==> src/rtl/regfile_pkg.sv <==
// Shared definitions for the register-file write-back scheduler.
// Contents:
//   XLEN / NREG / AW   data width, architectural register count, index width
//   SRC_ALU / SRC_MEM  write-back source indices (bit positions in grant vectors)
//   wb_req_t           one write-back request {valid, rd, data}
//   src_hazard()       RAW check for one source operand
package regfile_pkg;

    localparam int XLEN = 32;
    localparam int NREG = 32;
    localparam int AW   = 5;

    localparam logic SRC_ALU = 1'b0;
    localparam logic SRC_MEM = 1'b1;

    typedef struct packed {
        logic            valid;
        logic [AW-1:0]   rd;
        logic [XLEN-1:0] data;
    } wb_req_t;

    // A source operand is hazardous while its register has an outstanding
    // write, or during the one cycle where the busy bit has already cleared
    // but the register file has not yet absorbed the write. x0 never stalls.
    function automatic logic src_hazard(input logic [AW-1:0]   rs,
                                        input logic [NREG-1:0] busy,
                                        input logic            wr_en,
                                        input logic [AW-1:0]   wr_rd);
        return (rs != '0) && (busy[rs] || (wr_en && (wr_rd == rs)));
    endfunction

endpackage

==> src/rtl/regfile_wb_scheduler_if.sv <==
// Bundle of all decode, write-back and register-file signals of the
// write-back scheduler.
//   master: decode + execute/memory units + register file (drives requests)
//   slave : the scheduler (drives readies, hazard, rf write port, busy, error)
interface regfile_wb_scheduler_if;
    import regfile_pkg::*;

    // Decode issue / hazard check
    logic            issue_valid;
    logic [AW-1:0]   issue_rd;
    logic            issue_ready;
    logic [AW-1:0]   chk_rs1;
    logic [AW-1:0]   chk_rs2;
    logic            hazard;

    // Write-back requesters
    logic            alu_valid;
    logic [AW-1:0]   alu_rd;
    logic [XLEN-1:0] alu_data;
    logic            alu_ready;
    logic            mem_valid;
    logic [AW-1:0]   mem_rd;
    logic [XLEN-1:0] mem_data;
    logic            mem_ready;

    // Register-file write port and status
    logic            rf_we;
    logic [AW-1:0]   rf_rd;
    logic [XLEN-1:0] rf_wd;
    logic [NREG-1:0] busy;
    logic            protocol_err;

    modport master (
        output issue_valid, issue_rd, chk_rs1, chk_rs2,
               alu_valid, alu_rd, alu_data, mem_valid, mem_rd, mem_data,
        input  issue_ready, hazard, alu_ready, mem_ready,
               rf_we, rf_rd, rf_wd, busy, protocol_err
    );

    modport slave (
        input  issue_valid, issue_rd, chk_rs1, chk_rs2,
               alu_valid, alu_rd, alu_data, mem_valid, mem_rd, mem_data,
        output issue_ready, hazard, alu_ready, mem_ready,
               rf_we, rf_rd, rf_wd, busy, protocol_err
    );

endinterface

==> src/rtl/wb_rr_arbiter.sv <==
// Two-way round-robin arbiter for the register-file write port.
// Ports:
//   clk, rst_n  clock, synchronous active-low reset
//   valid_i     request vector, bit SRC_ALU / SRC_MEM
//   grant_o     one-hot (or zero) grant, combinational from valid_i and prio
// The priority bit only moves when both sources compete, so a lone requester
// never disturbs fairness for the next contention.
module wb_rr_arbiter
    import regfile_pkg::*;
(
    input  logic       clk,
    input  logic       rst_n,
    input  logic [1:0] valid_i,
    output logic [1:0] grant_o
);

    logic prio_q;
    logic prio_d;

    // NOTE: every output of a combinational block gets a default first, so no
    // path through the case leaves it unassigned and no latch is inferred.
    always_comb begin
        grant_o = 2'b00;
        prio_d  = prio_q;
        case (valid_i)
            2'b01:   grant_o = 2'b01;
            2'b10:   grant_o = 2'b10;
            2'b11: begin
                grant_o[prio_q] = 1'b1;
                prio_d          = ~prio_q;
            end
            default: grant_o = 2'b00;
        endcase
    end

    // NOTE: state registers use non-blocking assignments so every flop samples
    // pre-edge values regardless of block evaluation order.
    always_ff @(posedge clk) begin
        if (!rst_n) begin
            prio_q <= SRC_ALU;
        end else begin
            prio_q <= prio_d;
        end
    end

endmodule

==> src/rtl/regfile_wb_scheduler.sv <==
// Write-back scheduler and scoreboard for the 32x32 register file.
// Ports:
//   clk, rst_n  clock, synchronous active-low reset
//   wb_if       slave side of regfile_wb_scheduler_if:
//     issue_valid/issue_rd/issue_ready  decode issue, stalls on WAW
//     chk_rs1/chk_rs2/hazard            RAW stall check for decode
//     alu_* / mem_*                     write-back requests, round-robin shared
//     rf_we/rf_rd/rf_wd                 registered register-file write port
//     busy                              registered scoreboard, bit 0 always 0
//     protocol_err                      sticky: write-back to a non-busy reg
module regfile_wb_scheduler
    import regfile_pkg::*;
(
    input  logic                   clk,
    input  logic                   rst_n,
    regfile_wb_scheduler_if.slave  wb_if
);

    wb_req_t         alu_req;
    wb_req_t         mem_req;
    logic [1:0]      grant;
    logic            any_grant;
    logic [AW-1:0]   win_rd;
    logic [XLEN-1:0] win_data;
    logic            issue_hs;

    logic [NREG-1:0] busy_q,  busy_d;
    logic            rf_we_q, rf_we_d;
    logic [AW-1:0]   rf_rd_q, rf_rd_d;
    logic [XLEN-1:0] rf_wd_q, rf_wd_d;
    logic            perr_q,  perr_d;

    assign alu_req = '{valid: wb_if.alu_valid, rd: wb_if.alu_rd, data: wb_if.alu_data};
    assign mem_req = '{valid: wb_if.mem_valid, rd: wb_if.mem_rd, data: wb_if.mem_data};

    wb_rr_arbiter u_arb (
        .clk     (clk),
        .rst_n   (rst_n),
        .valid_i ({mem_req.valid, alu_req.valid}),
        .grant_o (grant)
    );

    assign any_grant       = |grant;
    assign win_rd          = grant[SRC_MEM] ? mem_req.rd   : alu_req.rd;
    assign win_data        = grant[SRC_MEM] ? mem_req.data : alu_req.data;

    assign wb_if.alu_ready   = grant[SRC_ALU];
    assign wb_if.mem_ready   = grant[SRC_MEM];
    assign wb_if.issue_ready = ~busy_q[wb_if.issue_rd];
    assign issue_hs          = wb_if.issue_valid & wb_if.issue_ready;

    assign wb_if.hazard = src_hazard(wb_if.chk_rs1, busy_q, rf_we_q, rf_rd_q)
                        | src_hazard(wb_if.chk_rs2, busy_q, rf_we_q, rf_rd_q);

    always_comb begin
        busy_d  = busy_q;
        rf_we_d = 1'b0;
        rf_rd_d = rf_rd_q;
        rf_wd_d = rf_wd_q;
        perr_d  = perr_q;

        if (any_grant) begin
            rf_we_d = (win_rd != '0);
            rf_rd_d = win_rd;
            rf_wd_d = win_data;
            if (win_rd != '0) begin
                busy_d[win_rd] = 1'b0;
                // The write still goes through; the flag only reports it.
                if (!busy_q[win_rd]) begin
                    perr_d = 1'b1;
                end
            end
        end

        // Applied after the clear: a well-behaved pipeline never targets the
        // same register with both, and if a stray write-back does, the newer
        // issue must keep its reservation.
        if (issue_hs && (wb_if.issue_rd != '0)) begin
            busy_d[wb_if.issue_rd] = 1'b1;
        end

        busy_d[0] = 1'b0;
    end

    always_ff @(posedge clk) begin
        if (!rst_n) begin
            busy_q  <= '0;
            rf_we_q <= 1'b0;
            rf_rd_q <= '0;
            rf_wd_q <= '0;
            perr_q  <= 1'b0;
        end else begin
            busy_q  <= busy_d;
            rf_we_q <= rf_we_d;
            rf_rd_q <= rf_rd_d;
            rf_wd_q <= rf_wd_d;
            perr_q  <= perr_d;
        end
    end

    assign wb_if.busy         = busy_q;
    assign wb_if.rf_we        = rf_we_q;
    assign wb_if.rf_rd        = rf_rd_q;
    assign wb_if.rf_wd        = rf_wd_q;
    assign wb_if.protocol_err = perr_q;

endmodule
==> src/flat_wrapper.sv <==
// flat-port wrapper written by rule: the top's interface ports become plain ports
module regfile_wb_scheduler_flat import regfile_pkg::*;
  (clk, rst_n, wb_if_issue_valid, wb_if_issue_rd, wb_if_chk_rs1, wb_if_chk_rs2, wb_if_alu_valid, wb_if_alu_rd, wb_if_alu_data, wb_if_mem_valid, wb_if_mem_rd, wb_if_mem_data, wb_if_issue_ready, wb_if_hazard, wb_if_alu_ready, wb_if_mem_ready, wb_if_rf_we, wb_if_rf_rd, wb_if_rf_wd, wb_if_busy, wb_if_protocol_err);
  regfile_wb_scheduler_if wb_if_i ();
  input  logic clk;
  input  logic rst_n;
  input wire logic [$bits(wb_if_i.issue_valid)-1:0] wb_if_issue_valid;
  input wire logic [$bits(wb_if_i.issue_rd)-1:0] wb_if_issue_rd;
  input wire logic [$bits(wb_if_i.chk_rs1)-1:0] wb_if_chk_rs1;
  input wire logic [$bits(wb_if_i.chk_rs2)-1:0] wb_if_chk_rs2;
  input wire logic [$bits(wb_if_i.alu_valid)-1:0] wb_if_alu_valid;
  input wire logic [$bits(wb_if_i.alu_rd)-1:0] wb_if_alu_rd;
  input wire logic [$bits(wb_if_i.alu_data)-1:0] wb_if_alu_data;
  input wire logic [$bits(wb_if_i.mem_valid)-1:0] wb_if_mem_valid;
  input wire logic [$bits(wb_if_i.mem_rd)-1:0] wb_if_mem_rd;
  input wire logic [$bits(wb_if_i.mem_data)-1:0] wb_if_mem_data;
  output wire logic [$bits(wb_if_i.issue_ready)-1:0] wb_if_issue_ready;
  output wire logic [$bits(wb_if_i.hazard)-1:0] wb_if_hazard;
  output wire logic [$bits(wb_if_i.alu_ready)-1:0] wb_if_alu_ready;
  output wire logic [$bits(wb_if_i.mem_ready)-1:0] wb_if_mem_ready;
  output wire logic [$bits(wb_if_i.rf_we)-1:0] wb_if_rf_we;
  output wire logic [$bits(wb_if_i.rf_rd)-1:0] wb_if_rf_rd;
  output wire logic [$bits(wb_if_i.rf_wd)-1:0] wb_if_rf_wd;
  output wire logic [$bits(wb_if_i.busy)-1:0] wb_if_busy;
  output wire logic [$bits(wb_if_i.protocol_err)-1:0] wb_if_protocol_err;
  assign wb_if_i.issue_valid = wb_if_issue_valid;
  assign wb_if_i.issue_rd = wb_if_issue_rd;
  assign wb_if_i.chk_rs1 = wb_if_chk_rs1;
  assign wb_if_i.chk_rs2 = wb_if_chk_rs2;
  assign wb_if_i.alu_valid = wb_if_alu_valid;
  assign wb_if_i.alu_rd = wb_if_alu_rd;
  assign wb_if_i.alu_data = wb_if_alu_data;
  assign wb_if_i.mem_valid = wb_if_mem_valid;
  assign wb_if_i.mem_rd = wb_if_mem_rd;
  assign wb_if_i.mem_data = wb_if_mem_data;
  assign wb_if_issue_ready = wb_if_i.issue_ready;
  assign wb_if_hazard = wb_if_i.hazard;
  assign wb_if_alu_ready = wb_if_i.alu_ready;
  assign wb_if_mem_ready = wb_if_i.mem_ready;
  assign wb_if_rf_we = wb_if_i.rf_we;
  assign wb_if_rf_rd = wb_if_i.rf_rd;
  assign wb_if_rf_wd = wb_if_i.rf_wd;
  assign wb_if_busy = wb_if_i.busy;
  assign wb_if_protocol_err = wb_if_i.protocol_err;
  regfile_wb_scheduler u_core (.clk(clk), .rst_n(rst_n), .wb_if(wb_if_i));
endmodule
==> config.mk <==
export PLATFORM = sky130hd
export DESIGN_NAME = regfile_wb_scheduler_flat
export DESIGN_NICKNAME = d
export VERILOG_FILES = /design/src/rtl/regfile_pkg.sv /design/src/rtl/regfile_wb_scheduler_if.sv /design/src/rtl/wb_rr_arbiter.sv /design/src/rtl/regfile_wb_scheduler.sv /design/src/flat_wrapper.sv
export SDC_FILE = /design/constraint.sdc
export NUM_CORES = 1
export LEC_CHECK = 0
export ABC_AREA = 0
export BUFFER_PORTS_ARGS = -buffer_cell sky130_fd_sc_hd__buf_4
export CAP_MARGIN = 20
export CORE_ASPECT_RATIO = 1.1
export CORE_MARGIN = 1.5
export CORE_UTILIZATION = 35
export CTS_CLUSTER_DIAMETER = 200
export DETAILED_ROUTE_END_ITERATION = 8
export SYNTH_ARGS = -nofsm -noshare
export SYNTH_HDL_FRONTEND = slang
export SYNTH_SLANG_ARGS = --single-unit
==> constraint.sdc <==
create_clock -name clk -period 2.5 [get_ports clk]
set_clock_uncertainty 0.15 [all_clocks]
set_input_delay 0 -clock clk [delete_from_list [all_inputs] [get_ports clk]]
set_output_delay 0 -clock clk [all_outputs]
set_load 0.005 [all_outputs]
### Word-level counts from Yosys, hierarchy flattened

Cells that the tools add are included.
W data, S select, Z words.

* register bits: 72
* output and inout port bits: 75
* word-level logic and storage cells: 65

* $lt $le $gt $ge: 8
* equality and inequality tests: 5
* mux-type cells: 20
* bitwise logic cells: 8
* reductions and logical operators: 17

Operators with widths (number)
* $mux W32: 4
* $and A32 B32 Y32: 1
* $not A32 Y32: 1
* $or A32 B32 Y32: 1
* $lt A5 B6 Y1 const B: 4
* $bmux W1 S5: 4
* $reduce_bool A5 Y1: 4
* $demux W1 S5: 2
* $eq A5 B5 Y1: 2
* $ge A5 B1 Y1 const B: 2
* $logic_and A1 B1 Y1: 8
* $mux W1: 7
* $pmux W2 S3: 1
* $mux W5: 1
* $eq A2 B2 Y1 const B: 2
* $not A1 Y1: 3
* $reduce_and A3 Y1: 1
* $eq A2 B1 Y1 const B: 1
* $logic_or A1 B1 Y1: 2
* $lt A1 B2 Y1 const B: 1
* $reduce_and A2 Y1: 1
* $reduce_or A2 Y1: 1
* $and A1 B1 Y1: 1
* $demux W1 S1: 1
* other kinds (2): 2

### Longest topological paths before layout

Gate-level depths: netlist of the first run.

* word-level depth: 16
* mapped depth: 9
* depth with buffers taken out: 7

### Modules after synthesis

Synthesis of the first run repeated with hierarchy kept, for this count alone.

* cell total of the unflattened synthesis: 517
* area, all modules: 4576.9 um^2

By module, submodules not included
* regfile_wb_scheduler: times used 1, cells each 509, area each 4514.3 um^2, sequential area each 1401.3 um^2
* wb_rr_arbiter: times used 1, cells each 8, area each 62.6 um^2, sequential area each 20.0 um^2

### Worst setup path before layout of the first run

OpenSTA, ideal clock, no wires.

* path kind: reg-to-reg
* start: reg u_core.busy_q[29] (netlist: u_core.wb_if.busy[29])
* end: reg u_core.busy_q[28] (netlist: u_core.wb_if.busy[28])
* arrival: 1937 ps
* required time: 2263 ps
* setup slack: 326 ps
* cell stages (with the launch flop): 7
* path buffers: 0
* clock period less this slack: 2174 ps
* cell sequence: dfxtp_1 -> mux4_1 -> and3_1 -> o21ai_2 -> o21ai_2 -> or4_4 -> o31ai_1

* longest elaborated chain between the ends: 6

RTL lines
* from (decl): line regfile_wb_scheduler.sv:27 `logic [NREG-1:0] busy_q, busy_d;`
* from (signal assigned): line regfile_wb_scheduler.sv:93 `busy_q <= busy_d;`
* $bmux W1 S5: line regfile_wb_scheduler.sv:49 `assign wb_if.issue_ready = ~busy_q[wb_if.issue_rd];`
* $mux W1 (implied by the code): line regfile_wb_scheduler.sv:49
* $not A1 Y1: line regfile_wb_scheduler.sv:49
* $and A1 B1 Y1: line regfile_wb_scheduler.sv:50 `assign issue_hs = wb_if.issue_valid & wb_if.issue_ready;`
* $logic_and A1 B1 Y1: line regfile_wb_scheduler.sv:78 `if (issue_hs && (wb_if.issue_rd != '0)) begin`
* $mux W32: line regfile_wb_scheduler.sv:78

Every way passes these cells. The select of a mux whose other input is x is not followed.
A chain may end at the register's enable or synchronous reset.

### Final worst setup path of the first run

* start: reg u_core.u_arb.prio_q
* end: reg u_core.rf_wd_q[24] (netlist: u_core.wb_if.rf_wd[24])

* longest elaborated chain between the ends: 6
* elaborated cells on any way between the ends: 8
* those cells by class: order compare (2); mux (4); reduce/logical (2)

RTL lines
* from (decl): line wb_rr_arbiter.sv:17 `logic prio_q;`
* from (signal assigned): line wb_rr_arbiter.sv:42 `prio_q <= prio_d;`
* $lt A1 B2 Y1 (implied by the code) / $ge A1 B1 Y1 (equally long branches): line wb_rr_arbiter.sv:29 `grant_o[prio_q] = 1'b1;`
* $logic_and A1 B1 Y1 (implied by the code): line wb_rr_arbiter.sv:29
* $mux W1 (implied by the code): line wb_rr_arbiter.sv:29
* $demux W1 S1 *: line wb_rr_arbiter.sv:29
* $pmux W2 S3 *: line wb_rr_arbiter.sv:25 `case (valid_i)`
* $mux W32 / $reduce_or A2 Y1 (equally long branches): line regfile_wb_scheduler.sv:45, regfile_wb_scheduler.sv:43
* to (signal assigned): line regfile_wb_scheduler.sv:96 `rf_wd_q <= rf_wd_d;`
* to (decl): line regfile_wb_scheduler.sv:30 `logic [XLEN-1:0] rf_wd_q, rf_wd_d;`

Every way passes the cells marked *; elsewhere a longest branch is shown, timed or not.

==> flow_metrics.tcl, run 1 <==
set metrics [dict create \
    globalRouteMet2Util_pct 45.1 \
    cp-start-kind "flip-flop" \
    netlist_top_cells_count "nand2_1 (104), dfxtp_1 (71), nor2_1 (50), a311oi_1 (36), clkbuf_1 (32)" \
    place_inst 884 \
    n_antenna_cell 0 \
    worstPathCellList "nand2b_2 -> nand2_1 -> buf_4 -> nand2_1 -> a311oi_1 -> dlygate4sd3_1" \
    syn_nets 649 \
    syn_area_sq_mm 0.00470 \
    setup_viol 0 \
    clock-sinks 71 \
    met3_usage_pct 6.72 \
    start_util_pct 35.7 \
    nNetsFinal 906 \
    cts_tree "yes" \
    tightest_slew_ns 0.637 \
    crit_buf_inv 2 \
    synth-edff-count 0 \
    worst-endpoint-arrival_ns 2.58 \
    area_growth_pct 57.6 \
    dieArea_sq_mm 0.0141 \
    cts_buffer_depth 2 \
    die_h_microns 125 \
    status "finished, final reports clean" \
    synth_top_area_share_pct 30.2 \
    root_buffer "clkbuf_16" \
    synth_area_leaders "dfxtp_1 (30%), mux4_2 (11%), nand2_1 (8.3%)" \
    min_period_ns 2.45 \
    grt-ovfl-total 0 \
    crit_path_end_kind "flip-flop" \
    crit_required_ns 2.63 \
    ys_ff_latch 71 \
    min_path_type "in2reg" \
    drive_above_1_share_pct 33.7 \
    hold_viol_final 0 \
    fill_cells 1182 \
    async_reset_ff_share_pct 0 \
    maxSlewViolCount 0 \
    syn_avg_cell_area_sq_um 8.47 \
    rsz0062_at_grt "yes" \
    crit_top_cell "nand2_1" \
    synth_flop_cell "dfxtp_1" \
    slew_headroom_pct 57.3 \
    ff_latch_area_sq_mm 0.00142 \
    cp_max_fo 40 \
    setup_tns_ns 0 \
    power-per-cell-area_mw_per_mm2 460 \
    path_class "reg2reg" \
    utilization_pct 56.3 \
    cap_violations 0 \
    busiest_layer "met2" \
    total_power_uw 3410 \
    routed-via-count 5710 \
    synthesis.instances 555 \
    gp_congestion 0.897 \
    yosysWarnings 0 \
    wl_per_cell_microns 20.2 \
    multi_input_area_sq_mm 0.00306 \
    row_count 44 \
    viasPerCell 5.84 \
    wl_mm 19.7 \
    first_global_vias 5814 \
    dp_hpwl_mm 13.6 \
    clkLatencyLatePin_ns 0.34 \
    met1_usage_pct 35.6 \
    die_w_microns 114 \
    htreeDepth 3 \
    ys_seq_area_share_pct 30.2 \
    finalWorstSetupSlack_ns 0.0473 \
    antenna_found_initial 0 \
    io_pins 169 \
    dp_slack_ns -0.0490 \
    fin_crit_sh_pct 98.1 \
    io_buffer_count 167 \
    drc 0 \
    coreArea_sq_mm 0.0132 \
    synth.most_common_cell "nand2_1" \
    detail-route-antenna-nets 0 \
    ir_worst_vdd_uv 282 \
    grt_use_total_pct 28.3 \
    ys_types 61 \
    path_clk_slew_ns 0.06 \
    p_leak_uw 0.00323 \
    cp_slowest_stage_delay_ns 0.60 \
    stdcell_count 978 \
    drt_first_pass_iters 5 \
    grt_pass1_wl_mm 31.5 \
    synth.largest_area_cell "dfxtp_1" \
    cp_slowest_cell "dlygate4sd3_1" \
    critical-path-top-delay-family "buffers and inverters" \
    cts_made_buffers 9 \
    grt_max_degree 55 \
    drtIter0Drc 535 \
    max_freq_mhz 408 \
]
-- report_power, final --
part / leakage (uW) / switching, uW / internal, uW
clock: 0.000139 / 536 / 779
combinational: 0.00251 / 412 / 438
sequential: 0.000584 / 48.5 / 1190
total: 0.00323 / 997 / 2410
-- through the flow --
stage | hold WS (ns) | cell area, sq um
final | 0.0289 | 7410
after floorplan | -0.0615 | 4700
after CTS | 0.0405 | 7390
after global placement | 0.126 | 6310
after global routing | 0.0667 | 7410
after detailed placement | 0.130 | 6310
-- logic make-up after synthesis --
logic type	synth area share (%)
AO/OA/AOI/OAI	23.8
XOR/XNOR	2.05
buffers and inverters	5.27
flip-flops	30.2
multiplexers	16.4
other	0.0797
AND/OR/NAND/NOR	22.2
-- final cells by class --
cell class	count	area share, %
inverters	9	0.456
multi-input cells	427	41.2
well taps	161	2.72
repair buffers	294	32.4
flip-flops and latches	71	19.2
clock inverters	6	0.911
clock buffers	10	3.09
-- routing by layer --
layer | vias up | part of all wire, %
li1 | 2626 | -
met1 | 2685 | 39
met2 | 343 | 47
met3 | 56 | 9.8
met4 | 0 | 4.1
met5 | - | 0
-- sequential cells by signal (all words and copies together), names as in the netlist --
name and flops:
u_core.u_arb.prio_q 1, u_core.wb_if.busy 31, u_core.wb_if.protocol_err 1, u_core.wb_if.rf_rd 5, u_core.wb_if.rf_wd 32, u_core.wb_if.rf_we 1
-- worst min-delay path: cells and delay by family --
kind            cells  cell delay (ns)
simple gates        1             0.19
compound gates      1             0.06
buf+inv             1             0.22
-- what timing repair did --
action,4_1_cts,5_1_grt
gates resized for setup,2,7
hold buffers,78,0
setup buffers,0,0
endpoints found under the hold margin,50,0
pin swaps,0,0
setup endpoints to repair,2,25
-- worst paths after layout --
kind                               start                     end  slack [ns]  cells past startpoint
setup / recovery     u_core.u_arb.prio_q  u_core.wb_if.rf_wd[24]        0.05                      6
hold / removal         wb_if_issue_rd[0]   u_core.wb_if.busy[28]        0.03                      3
setup reg to reg     u_core.u_arb.prio_q  u_core.wb_if.rf_wd[24]        0.05                      6
hold reg to reg   u_core.wb_if.rf_wd[19]  u_core.wb_if.rf_wd[19]        0.34                      2
-- cell usage in the layout (no fill, tap or decap), types with 11 or more instances in the layout --
cell type and count:
buf_4 216, nand2_1 103, dlygate4sd3_1 78, dfxtp_1 69
nor2_1 50, a311oi_1 36, mux4_2 23, a32o_1 16
o21ai_0 15, nor3_1 13, mux2i_1 12, o211ai_1 12
and3_1 11
No activity file was read; power rests on OpenSTA's default activity.
==> inputs of run 2 (changes only) <==
--- a/config.mk
+++ b/config.mk
@@ -13,6 +13,7 @@
 export CORE_UTILIZATION = 35
 export CTS_CLUSTER_DIAMETER = 200
 export DETAILED_ROUTE_END_ITERATION = 8
+export REMOVE_ABC_BUFFERS = 1
 export SYNTH_ARGS = -nofsm -noshare
 export SYNTH_HDL_FRONTEND = slang
 export SYNTH_SLANG_ARGS = --single-unit
==> flow_metrics.tcl, run 2 (synthesis results as in run 1) <==
set metrics [dict create \
    crit_buf_inv 2 \
    drive_above_1_share_pct 31.9 \
    gp_congestion 0.898 \
    cp_slowest_stage_delay_ns 0.48 \
    layout.cells.most_common_list "buf_4 (194), nand2_1 (103), dlygate4sd3_1 (78)" \
    route.met3.wl_mm 1.41 \
    p_int_uw 2420 \
    largest_reg_flops 32 \
    path_class "reg2out" \
    stdcell_count 956 \
    drt_first_pass_iters 7 \
    startpoint "u_core.wb_if.busy[29]" \
    critical-path-top-delay-family "multiplexers" \
    area_growth_pct 54.2 \
    grt-ovfl-total 0 \
    total_power_uw 3400 \
    status "finished, final reports clean" \
    slew_headroom_pct 54.2 \
    viasPerCell 5.88 \
    io_pins 169 \
    min_from "wb_if_issue_rd[0]" \
    cap_violations 0 \
    drtIter0Drc 486 \
    maxSlewViolCount 0 \
    cp_slowest_cell "mux4_2" \
    final_common_cell "buf_4" \
    wl_mm 18.7 \
    routed-via-count 5619 \
    rsz0062_at_grt "no" \
    finalWorstSetupSlack_ns 0.138 \
    clock-sinks 71 \
    top_layer "met4" \
    min_period_ns 2.36 \
    clkLatencyLatePin_ns 0.34 \
    crit_required_ns 2.35 \
    max_freq_mhz 423 \
    cp-start-kind "flip-flop" \
    coreArea_sq_mm 0.0132 \
    dieArea_sq_mm 0.0141 \
    hold_viol_final 0 \
    wl_per_cell_microns 19.5 \
    p_sw_share_pct 28.8 \
    htreeDepth 3 \
    reg2reg_from "u_core.u_arb.prio_q" \
    detail-route-antenna-nets 0 \
    nNetsFinal 884 \
    io_buffer_count 167 \
    cts_buffer_depth 2 \
    pwr-share-comb_pct 24.1 \
    n_antenna_cell 0 \
    fill_cells 1180 \
    worstPathCellList "buf_4 -> mux4_2 -> mux4_2 -> o21ai_0 -> nand4_1 -> buf_4" \
    grt_pass1_wl_mm 29.3 \
    tightest_slew_ns 0.684 \
    start_util_pct 35.7 \
    die_w_microns 114 \
    setup_tns_ns 0 \
    grt_use_total_pct 26.2 \
    dp_hpwl_mm 12.8 \
    cp_max_fo 6 \
    drc 0 \
    worst-endpoint-arrival_ns 2.21 \
    pwr-share-seq_pct 36.6 \
    grt_max_degree 47 \
    root_buffer "clkbuf_16" \
    wl_met2_mm 9.11 \
    cts_tree "yes" \
    p_leak_uw 0.00311 \
    power_switching_uw 979 \
    wl_met1_mm 7.53 \
    power-per-cell-area_mw_per_mm2 468 \
    first_global_vias 5469 \
    utilization_pct 55.1 \
    place_inst 862 \
    crit_path_end_kind "output port" \
    ir_worst_vdd_uv 407 \
    setup_viol 0 \
    path_clk_slew_ns 0.06 \
    antenna_found_initial 0 \
    row_count 44 \
    clock_power_share_pct 39.3 \
    die_h_microns 125 \
    min_path_type "in2reg" \
    dp_slack_ns -0.0341 \
    fin_crit_sh_pct 94.5 \
    cts_made_buffers 9 \
]
[run 2: worst register-to-register path: cells and delay by family, from the launching register on]
family	cells	cell delay (ns)
buf+inv	2	0.33
simple gates	3	0.60
compound gates	3	0.82
flops	1	0.33
[run 2: layout make-up]
cell class | instances | area (sq um) | share of cell area, %
tap | 161 | 201 | 2.78
clock inverter | 6 | 68.8 | 0.949
sequential | 71 | 1420 | 19.6
inverter | 9 | 33.8 | 0.466
multi-input combinational | 427 | 3050 | 42.0
clock buffer | 10 | 239 | 3.29
timing repair buffer | 272 | 2240 | 30.8
[run 2: timing repair]
item	in CTS	in global routing
hold endpoints to repair	51	0
buffers inserted	0	0
hold buffers	78	0
gates resized for setup	1	8
setup endpoints to repair	1	26
[run 2: worst paths after layout]
kind	end	slack, ns	cells past startpoint
worst max-delay path	wb_if_hazard	0.14	6
worst min-delay path	u_core.wb_if.busy[28]	0.04	3
worst max register to register	u_core.wb_if.busy[28]	0.15	8
worst min register to register	u_core.wb_if.protocol_err	0.35	1
[run 2: routing by layer]
| metal | global-route usage [%] | vias to the layer above |
|---|---|---|
| li1 | - | 2588 |
| met1 | 33.3 | 2667 |
| met2 | 43.3 | 309 |
| met3 | 5.06 | 55 |
| met4 | 11.0 | 0 |
| met5 | 0 | - |
[run 2: power by group through the flow]
stage               registers, uW  clock network (uW)  logic, uW
floorplan                    1260                   0        290
global placement             1270                   0        689
detailed placement           1270                   0        696
CTS                          1240                1360        799
global route                 1250                1410        878
finish                       1240                1330        817
[run 2: through the flow]
| stage | area (sq um) | hold WS [ns] |
|---|---|---|
| after global placement | 6150 | 0.127 |
| after detailed placement | 6150 | 0.132 |
| final | 7250 | 0.0369 |
| after global routing | 7250 | 0.0678 |
| after floorplan | 4490 | -0.0945 |
| after CTS | 7240 | 0.0266 |
==> inputs of run 3 (changes only) <==
--- a/config.mk
+++ b/config.mk
@@ -8,12 +8,12 @@
 export ABC_AREA = 0
 export BUFFER_PORTS_ARGS = -buffer_cell sky130_fd_sc_hd__buf_4
 export CAP_MARGIN = 20
-export CORE_ASPECT_RATIO = 1.1
 export CORE_MARGIN = 1.5
 export CORE_UTILIZATION = 35
 export CTS_CLUSTER_DIAMETER = 200
 export DETAILED_ROUTE_END_ITERATION = 8
 export REMOVE_ABC_BUFFERS = 1
+export SKIP_LAST_GASP = 1
 export SYNTH_ARGS = -nofsm -noshare
 export SYNTH_HDL_FRONTEND = slang
 export SYNTH_SLANG_ARGS = --single-unit
==> flow_metrics.tcl, run 3 (synthesis results as in run 1) <==
set metrics [dict create \
    status "finished, final reports clean" \
    ff_latch_area_sq_mm 0.00142 \
    reg2reg_from "u_core.wb_if.busy[7]" \
    dieArea_sq_mm 0.0141 \
    hold_viol_final 0 \
    clock-sinks 71 \
    r2r_end "u_core.wb_if.busy[16]" \
    die_w_microns 119 \
    worst-endpoint-arrival_ns 2.61 \
    min_path_type "in2reg" \
    drc 0 \
    p_leak_uw 0.00319 \
    grt_max_degree 80 \
    pwr-share-seq_pct 35.9 \
    slew_headroom_pct 61.4 \
    area_growth_pct 55.8 \
    rsz0062_at_grt "yes" \
    drtIter0Drc 517 \
    drive_above_1_share_pct 31.8 \
    pwr-share-comb_pct 24.9 \
    final_common_cell "buf_4" \
    setup_tns_ns 0 \
    multi_input_area_sq_mm 0.00305 \
    grt-ovfl-total 0 \
    io_buffer_count 167 \
    fill_cells 1220 \
    setup_viol 0 \
    htreeDepth 3 \
    ir_worst_vdd_uv 244 \
    drt_first_pass_iters 5 \
    dp_hpwl_mm 13.6 \
    first_global_vias 5591 \
    max_freq_mhz 404 \
    cap_violations 0 \
    path_class "reg2reg" \
    wl_mm 19.5 \
    dp_slack_ns 0.199 \
    largest_reg_flops 32 \
    die_h_microns 119 \
    crit_path_end_kind "flip-flop" \
    start_util_pct 35.7 \
    finalWorstSetupSlack_ns 0.0260 \
    whs_ns 0.0313 \
    min_from "wb_if_issue_rd[0]" \
    stdcell_count 976 \
    grt_use_total_pct 27.4 \
    coreArea_sq_mm 0.0132 \
    n_antenna_cell 0 \
    p_int_uw 2490 \
    maxSlewViolCount 0 \
    viasPerCell 5.88 \
    cp_max_fo 7 \
    routed-via-count 5734 \
    antenna_found_initial 0 \
    cts_buffer_depth 2 \
    min_period_ns 2.47 \
    place_inst 881 \
    p_sw_share_pct 28.1 \
    detail-route-antenna-nets 0 \
    wl_per_cell_microns 20.0 \
    crit_required_ns 2.64 \
    r2r_cells 5 \
    worstHoldPathCells 3 \
    row_count 42 \
    nNetsFinal 889 \
    gp_congestion 0.920 \
    io_pins 169 \
    cts_made_buffers 9 \
    fin_crit_sh_pct 99.0 \
    min_to "u_core.wb_if.busy[20]" \
    cts_setup_buffers 0 \
    layout.cells.most_common_list "buf_4 (196), nand2_1 (103), dlygate4sd3_1 (79)" \
    tightest_slew_ns 0.574 \
    r2r_setup_slack_ns 0.03 \
    power_switching_uw 973 \
    cp-start-kind "flip-flop" \
    path_clk_slew_ns 0.06 \
    clkLatencyLatePin_ns 0.34 \
    clock_power_share_pct 39.3 \
    cts_tree "yes" \
    power-per-cell-area_mw_per_mm2 473 \
    root_buffer "clkbuf_16" \
    grt_pass1_wl_mm 30.4 \
]
[run 3: final cells by class]
type / count / area share, %
clock buffers: 13 / 3.69
clock inverters: 3 / 0.547
inverters: 9 / 0.461
multi-input cells: 427 / 41.6
flip-flops and latches: 71 / 19.4
well taps: 176 / 3.01
repair buffers: 277 / 31.3
[run 3: worst max-delay path by stage]
stage                     startpoint                   endpoint  slack (ns)  cells past startpoint
2_1_floorplan    u_core.u_arb.prio_q  u_core.wb_if.protocol_err       -1.20                      7
3_3_place_gp   u_core.wb_if.busy[30]      u_core.wb_if.busy[28]        0.23                      6
3_5_place_dp   u_core.wb_if.busy[30]       u_core.wb_if.busy[3]        0.20                      6
4_1_cts          u_core.u_arb.prio_q      u_core.wb_if.busy[16]        0.06                      9
5_1_grt          u_core.u_arb.prio_q      u_core.wb_if.busy[16]       -0.08                      7
6_report        u_core.wb_if.busy[7]      u_core.wb_if.busy[16]        0.03                      5
[run 3: repair_timing]
item	CTS	global route
endpoints found under the hold margin	49	0
gates resized for setup	0	4
setup endpoints to repair	0	14
hold buffers	79	0
[run 3: per-stage QoR]
step                      power, uW  utilization [%]  area, sq um
after detailed placement       1990             47.1         6210
final                          3460             55.5         7330
after global placement         1970             47.1         6210
after floorplan                1550                -         4490
after global routing           3580             55.5         7330
after CTS                      3450             55.4         7310
[run 3: worst max-delay path, stage by stage, from the launching register on]
cell           delay [ns]
dfxtp_1              0.42
mux4_2               0.53
a22oi_2              0.23
o2111ai_1            0.24
o31ai_1              0.28
dlygate4sd3_1        0.57
[run 3: metal layers]
metal / track usage, % / up-vias / wire (microns)
li1: - / 2599 / -
met1: 35.0 / 2794 / 7820
met3: 5.80 / 51 / 1640
met2: 45.0 / 290 / 9520
met4: 11.3 / 0 / 565
met5: 0 / - / 0
[run 3: power groups by stage]
| stage | logic, uW | registers (uW) | clock network (uW) |
|---|---|---|---|
| 4_1_cts | 843 | 1240 | 1370 |
| 2_1_floorplan | 290 | 1260 | 0 |
| 6_report | 862 | 1240 | 1360 |
| 3_3_place_gp | 710 | 1260 | 0 |
| 5_1_grt | 922 | 1250 | 1410 |
| 3_5_place_dp | 721 | 1270 | 0 |
